$ cat src/rtl/axi4_mult_pkg.sv
// axi4_mult_pkg: shared types and constants for the AXI4 multiplier master.
// Beat counts are derived from operand and beat widths.
package axi4_mult_pkg;

    localparam int A_IDX = 0;
    localparam int B_IDX = 1;
    localparam int R_IDX = 2;

    localparam logic OK = 1'b1;

    typedef enum logic [3:0] {
        IDLE,
        AW_A,
        W_A,
        B_A,
        AW_B,
        W_B,
        B_B,
        AR,
        R,
        RSP
    } state_t;

    function automatic int calc_nw(input int sz, input int dsz);
        return sz / dsz;
    endfunction

    function automatic int calc_nr(input int sz, input int dsz);
        return (2 * sz) / dsz;
    endfunction

endpackage

$ cat src/rtl/axi4_mult_master.sv
// axi4_mult_master: writes operands a and b to the multiplier slave,
// reads back the double-width product and returns it on rsp_*.
module axi4_mult_master #(
    parameter int SZ    = 32,
    parameter int ASZ   = 2,
    parameter int DSZ   = 8,
    parameter int A_IDX = axi4_mult_pkg::A_IDX,
    parameter int B_IDX = axi4_mult_pkg::B_IDX,
    parameter int R_IDX = axi4_mult_pkg::R_IDX
) (
    input  logic          clk,
    input  logic          rst,
    input  logic          cmd_valid,
    output logic          cmd_ready,
    input  logic [SZ-1:0] cmd_a,
    input  logic [SZ-1:0] cmd_b,
    output logic          rsp_valid,
    input  logic          rsp_ready,
    output logic [2*SZ-1:0] rsp_res,
    output logic          rsp_err,
    output logic [ASZ-1:0] awaddr,
    output logic          awvalid,
    input  logic          awready,
    output logic [DSZ-1:0] wdata,
    output logic          wvalid,
    output logic          wlast,
    input  logic          wready,
    input  logic          bresp,
    input  logic          bvalid,
    output logic          bready,
    output logic [ASZ-1:0] araddr,
    output logic          arvalid,
    input  logic          arready,
    input  logic [DSZ-1:0] rdata,
    input  logic          rvalid,
    input  logic          rlast,
    input  logic          rresp,
    output logic          rready
);
    import axi4_mult_pkg::*;

    localparam int NW = calc_nw(SZ, DSZ);
    localparam int NR = calc_nr(SZ, DSZ);
    localparam int CW = $clog2(NR + 1);
    localparam logic [CW-1:0] NW_LAST = CW'(NW - 1);
    localparam logic [CW-1:0] NR_LAST = CW'(NR - 1);

    state_t          state_q, state_d;
    logic [CW-1:0]   cnt_q, cnt_d;
    logic [SZ-1:0]   sh_q, sh_d;
    logic [SZ-1:0]   b_q, b_d;
    logic [2*SZ-1:0] res_q, res_d;
    logic            err_q, err_d;
    logic [ASZ-1:0]  awaddr_q, awaddr_d;
    logic [ASZ-1:0]  araddr_q, araddr_d;

    always_ff @(posedge clk) begin
        if (rst) begin
            state_q  <= IDLE;
            cnt_q    <= '0;
            sh_q     <= '0;
            b_q      <= '0;
            res_q    <= '0;
            err_q    <= 1'b0;
            awaddr_q <= '0;
            araddr_q <= '0;
        end else begin
            state_q  <= state_d;
            cnt_q    <= cnt_d;
            sh_q     <= sh_d;
            b_q      <= b_d;
            res_q    <= res_d;
            err_q    <= err_d;
            awaddr_q <= awaddr_d;
            araddr_q <= araddr_d;
        end
    end

    always_comb begin
        state_d  = state_q;
        cnt_d    = cnt_q;
        sh_d     = sh_q;
        b_d      = b_q;
        res_d    = res_q;
        err_d    = err_q;
        awaddr_d = awaddr_q;
        araddr_d = araddr_q;
        unique case (state_q)
            IDLE: begin
                if (cmd_valid) begin
                    sh_d     = cmd_a;
                    b_d      = cmd_b;
                    err_d    = 1'b0;
                    res_d    = '0;
                    awaddr_d = ASZ'(A_IDX);
                    state_d  = AW_A;
                end
            end
            AW_A, AW_B: begin
                if (awready) begin
                    cnt_d   = '0;
                    state_d = (state_q == AW_A) ? W_A : W_B;
                end
            end
            W_A, W_B: begin
                // sh_q low beat is always the current wdata
                if (wready) begin
                    sh_d  = sh_q >> DSZ;
                    cnt_d = cnt_q + CW'(1);
                    if (cnt_q == NW_LAST) begin
                        state_d = (state_q == W_A) ? B_A : B_B;
                    end
                end
            end
            B_A, B_B: begin
                if (bvalid) begin
                    if (bresp != OK) begin
                        err_d   = 1'b1;
                        res_d   = '0;
                        state_d = RSP;
                    end else if (state_q == B_A) begin
                        awaddr_d = ASZ'(B_IDX);
                        sh_d     = b_q;
                        state_d  = AW_B;
                    end else begin
                        araddr_d = ASZ'(R_IDX);
                        state_d  = AR;
                    end
                end
            end
            AR: begin
                if (arready) begin
                    cnt_d   = '0;
                    state_d = R;
                end
            end
            R: begin
                if (rvalid) begin
                    res_d[DSZ*int'(cnt_q) +: DSZ] = rdata;
                    if (rresp != OK) begin
                        err_d = 1'b1;
                    end
                    // rlast must coincide with the final beat, never earlier
                    if (rlast != (cnt_q == NR_LAST)) begin
                        err_d = 1'b1;
                    end
                    cnt_d = cnt_q + CW'(1);
                    if (cnt_q == NR_LAST) begin
                        state_d = RSP;
                    end
                end
            end
            RSP: begin
                if (rsp_ready) begin
                    state_d = IDLE;
                end
            end
            default: state_d = IDLE;
        endcase
    end

    assign cmd_ready = (state_q == IDLE);
    assign awvalid   = (state_q == AW_A) || (state_q == AW_B);
    assign awaddr    = awaddr_q;
    assign wvalid    = (state_q == W_A) || (state_q == W_B);
    assign wlast     = wvalid && (cnt_q == NW_LAST);
    assign wdata     = sh_q[DSZ-1:0];
    assign bready    = (state_q == B_A) || (state_q == B_B);
    assign arvalid   = (state_q == AR);
    assign araddr    = araddr_q;
    assign rready    = (state_q == R);
    assign rsp_valid = (state_q == RSP);
    assign rsp_res   = res_q;
    assign rsp_err   = err_q;

endmodule

$ cat config.mk
export PLATFORM = sky130hd
export DESIGN_NAME = axi4_mult_master
export DESIGN_NICKNAME = d
export VERILOG_FILES = /design/src/rtl/axi4_mult_pkg.sv /design/src/rtl/axi4_mult_master.sv
export SDC_FILE = /design/constraint.sdc
export NUM_CORES = 1
export LEC_CHECK = 0
export BUFFER_PORTS_ARGS = -buffer_cell sky130_fd_sc_hd__buf_2
export CAP_MARGIN = 20
export CORE_MARGIN = 2
export CORE_UTILIZATION = 50
export CTS_CLUSTER_SIZE = 40
export DETAILED_ROUTE_END_ITERATION = 8
export GPL_TIMING_DRIVEN = 0
export PLACE_DENSITY = 0.88
export RECOVER_POWER = 25
export SYNTH_ARGS = -nofsm -noshare
export SYNTH_HDL_FRONTEND = slang
export SYNTH_SLANG_ARGS = --single-unit
$ cat constraint.sdc
create_clock -name clk -period 2.9 [get_ports clk]
set_input_delay 0.29 -clock clk [delete_from_list [all_inputs] [get_ports clk]]
set_output_delay 0.29 -clock clk [all_outputs]
set_load 0.01 [all_outputs]
==> out/qor.yml <==
run_status:
  status: "finished clean"
power:
  p_total_mw: 7.26
  leakage_nw: 3.03
  vdd_drop_max_uv: 542
  power.density_nw_per_um2: 958
place:
  placed_cells: 992
  placed_cell_area_um2: 7100
  portBuffers: 158
  gp_congestion: 0.927
  dp_hpwl_um: 12500
synth:
  synth_seq_cells: 139
  synth_edf_count: 0
  synthFlopType: "dfxtp_1"
  synth_mux_area_frac: 0.0147
  avgSynthCellArea_um2: 8.93
  synth-simple-area-share: 0.177
  synth_top_area_share: 0.454
  synth-seq-area-share: 0.454
  synthDistinctLibCells: 70
  synthCells: 686
  syn_area_um2: 6120
  synth-adder-area-share: 0.00613
  async_flop_share: 0
  yosysWarnings: 0
  synth-compound-area-share: 0.279
  synth.area.top_cells: "dfxtp_1 (45%), nand2_1 (7.8%), a22o_1 (7.0%)"
  yosys.area.top_type: "dfxtp_1"
  synth_top_family_by_area: "compound AO/OA/AOI/OAI gates"
  synth-xor-area-share: 0.00429
worst_setup_path:
  path_cells: "buf_6 > or4b_1 > and2_1 > buf_6 > inv_4 > buf_8 > buf_4 > and3_1 > buf_2"
  cp_slowest_stage_delay_ns: 0.53
  required_ns: 2.61
  critPathSlowestCell: "or4b_1"
  rr_worst_depth: 8
  worst-path-buf-inv: 6
  crit_cells: 9
  crit_type: "flop to primary output"
  critPathCaptureType: "primary output"
  reg2reg_slack_ns: 0.48
  worst_setup_path_start_kind: "flop"
  critical_path.most_common_cell: "buf_6"
  crit_family: "simple AND/OR/NAND/NOR gates"
  arrival_ns: 2.38
  r2r_end: "rsp_res[17]$_SDFFE_PP0P_"
  rr_startpoint: "cnt_q[0]$_SDFFE_PP0P_"
  critPathCapture: "wlast"
  path_max_fanout: 10
  worstSetupStartpoint: "state_q[3]$_SDFFE_PP0P_"
clocking:
  cts_tree: "yes"
  cts.path.max_buffers: 2
  cts_root_buffer: "clkbuf_16"
  htree_levels: 4
  clock_sinks: 139
  clkLatencyLatePin_ns: 0.42
  hold_buffers: 0
  numCtsBuffers: 17
  ctsResizeCount: 0
  clkTransAtPathRegs_ns: 0.06
  post_cts_buffers: 0
die:
  die_x_um: 115
  dieArea_um2: 13200
  initial_core_util: 0.512
  rows: 40
  boundaryPins: 169
  die_h_um: 115
  core_um2: 12000
layout:
  antenna-diode-count: 0
  fin_area_um2: 7580
  stdcell_count: 1024
  drive_above_1_share: 0.226
  synthToLayoutAreaGrowth_pct: 23.8
  fin_nets: 951
detailed_routing:
  wl_per_cell_um: 17.0
  antenna_left: 0
  vias: 5933
  firstDrtPassIters: 5
  drtIter0Drc: 604
  route.detailed.drc: 0
  vias_per_cell: 5.79
  totalWireLength_um: 17500
timing:
  fin_crit_sh: 0.922
  finalSetupTns_ns: 0
  finClkSkew_ns: 0.00597
  drv_slew: 0
  holdWs_ns: 0.103
  fmax_ghz: 0.374
  grt_setup_unrepaired: "false"
  maxSlewHeadroom: 0.608
  setup_viol: 0
  hold_viol: 0
  max_slew.worst_pin.slew_ns: 0.584
  min_period_ns: 2.67
global_routing:
  grt_overflow: 0
  antenna_found_initial: 0
  grt_pass1_wl_um: 27600
  grt.total_usage: 0.268
  grt_max_degree: 17
  grt_pass1_vias: 5582
flow_run:
  max_cap_viol_count: 0
min_path:
  holdCritPathClass: "primary input to flop"
-- cell type report --
cell class | instances | area [um2]
multi-input combinational | 475 | 2950
inverter | 11 | 48.8
sequential | 139 | 2780
tap | 147 | 184
clock inverter | 13 | 103
timing repair buffer | 158 | 722
buffer | 62 | 343
fill | 1023 | 4380
clock buffer | 19 | 443
-- sequential cells by signal, indices dropped and copies added, names as in the netlist --
name     flops
awaddr       1
araddr       1
rsp_res     64
b_q         32
rsp_err      1
sh_q        32
state_q      4
cnt_q        4
-- routing by layer --
layer,track usage,up-vias,wire length [um]
met1,0.350,2777,7680
met4,0.124,0,535
met3,0.0619,48,1250
met5,0,-,0
met2,0.421,268,8000
li1,-,2840,-
-- how the worst min path moves through the flow --
stage,startpoint,end,slack [ns],depth (start not counted)
finish,cmd_b[7],b_q[7]$_SDFFE_PP0P_,0.10,3
global route,cmd_b[7],b_q[7]$_SDFFE_PP0P_,0.10,3
CTS,cmd_b[24],b_q[24]$_SDFFE_PP0P_,0.1,3
detailed placement,rsp_res[38]$_SDFFE_PP0P_,rsp_res[38]$_SDFFE_PP0P_,0.45,2
global placement,rsp_res[38]$_SDFFE_PP0P_,rsp_res[38]$_SDFFE_PP0P_,0.43,2
floorplan,cmd_b[0],b_q[0]$_SDFFE_PP0P_,0.43,2
-- synthesized netlist by cell type (all sizes together), types with 5 or more instances --
cell type and number:
nand2 128, nand3 19, a311oi 8, a22o 49, a21oi 50, clkbuf 23, nor2b 5, nor2 26
inv 8, a22oi 25, nor3 13, mux2i 9, a31oi 29, buf 39, o21ai 48, dfxtp 139
-- kinds of logic after synthesis --
| kind of cell | count (synthesis) |
|---|---|
| compound gates | 235 |
| buf+inv | 73 |
| flops | 139 |
| simple gates | 223 |
| fa+ha+maj | 3 |
| xor+xnor | 3 |
| other cells | 1 |
| mux | 9 |
-- layout by cell type (no fill, tap or decap), types with 4 or more instances in the layout --
cell type	synthesis	final
buf_4	12	12
nor3_2	5	5
clkbuf_16	0	17
a21oi_4	5	5
mux2i_1	9	9
nand2b_1	4	4
and3_1	4	4
clkbuf_1	23	79
buf_2	13	116
inv_1	7	7
nand2_1	128	128
a22o_1	49	49
a31oi_1	26	26
and3b_1	4	4
nor2b_1	5	5
dfxtp_1	139	139
nor2_1	24	24
nand3_1	17	17
buf_6	5	5
clkinv_2	0	8
nor3_1	8	8
o21ai_0	42	42
a311oi_1	8	8
buf_1	8	8
a22oi_1	25	25
a21oi_1	44	44
-- per-stage QoR --
step                      utilization  setup slack, ns
after floorplan                     -            0.849
after global placement          0.594            0.640
after detailed placement        0.594            0.568
after CTS                       0.639            0.222
after global routing            0.634            0.112
final                           0.634            0.227
-- report_power, final --
group	total, mW	internal [mW]	switching (mW)
Combinational	2.77	1.01	1.77
Sequential	2.49	2.28	0.213
Clock	1.99	1.19	0.806
Total	7.26	4.47	2.79
-- worst reg2reg max path, cell delays in order (launching register included) --
cell and delay [ns]:
dfxtp_1 0.33, clkbuf_1 0.31, inv_1 0.11, ha_1 0.28
or2_2 0.30, o21ai_0 0.23, nand2_1 0.10, nor3_2 0.49
a22o_1 0.21
(Power assumes the default switching activity.)
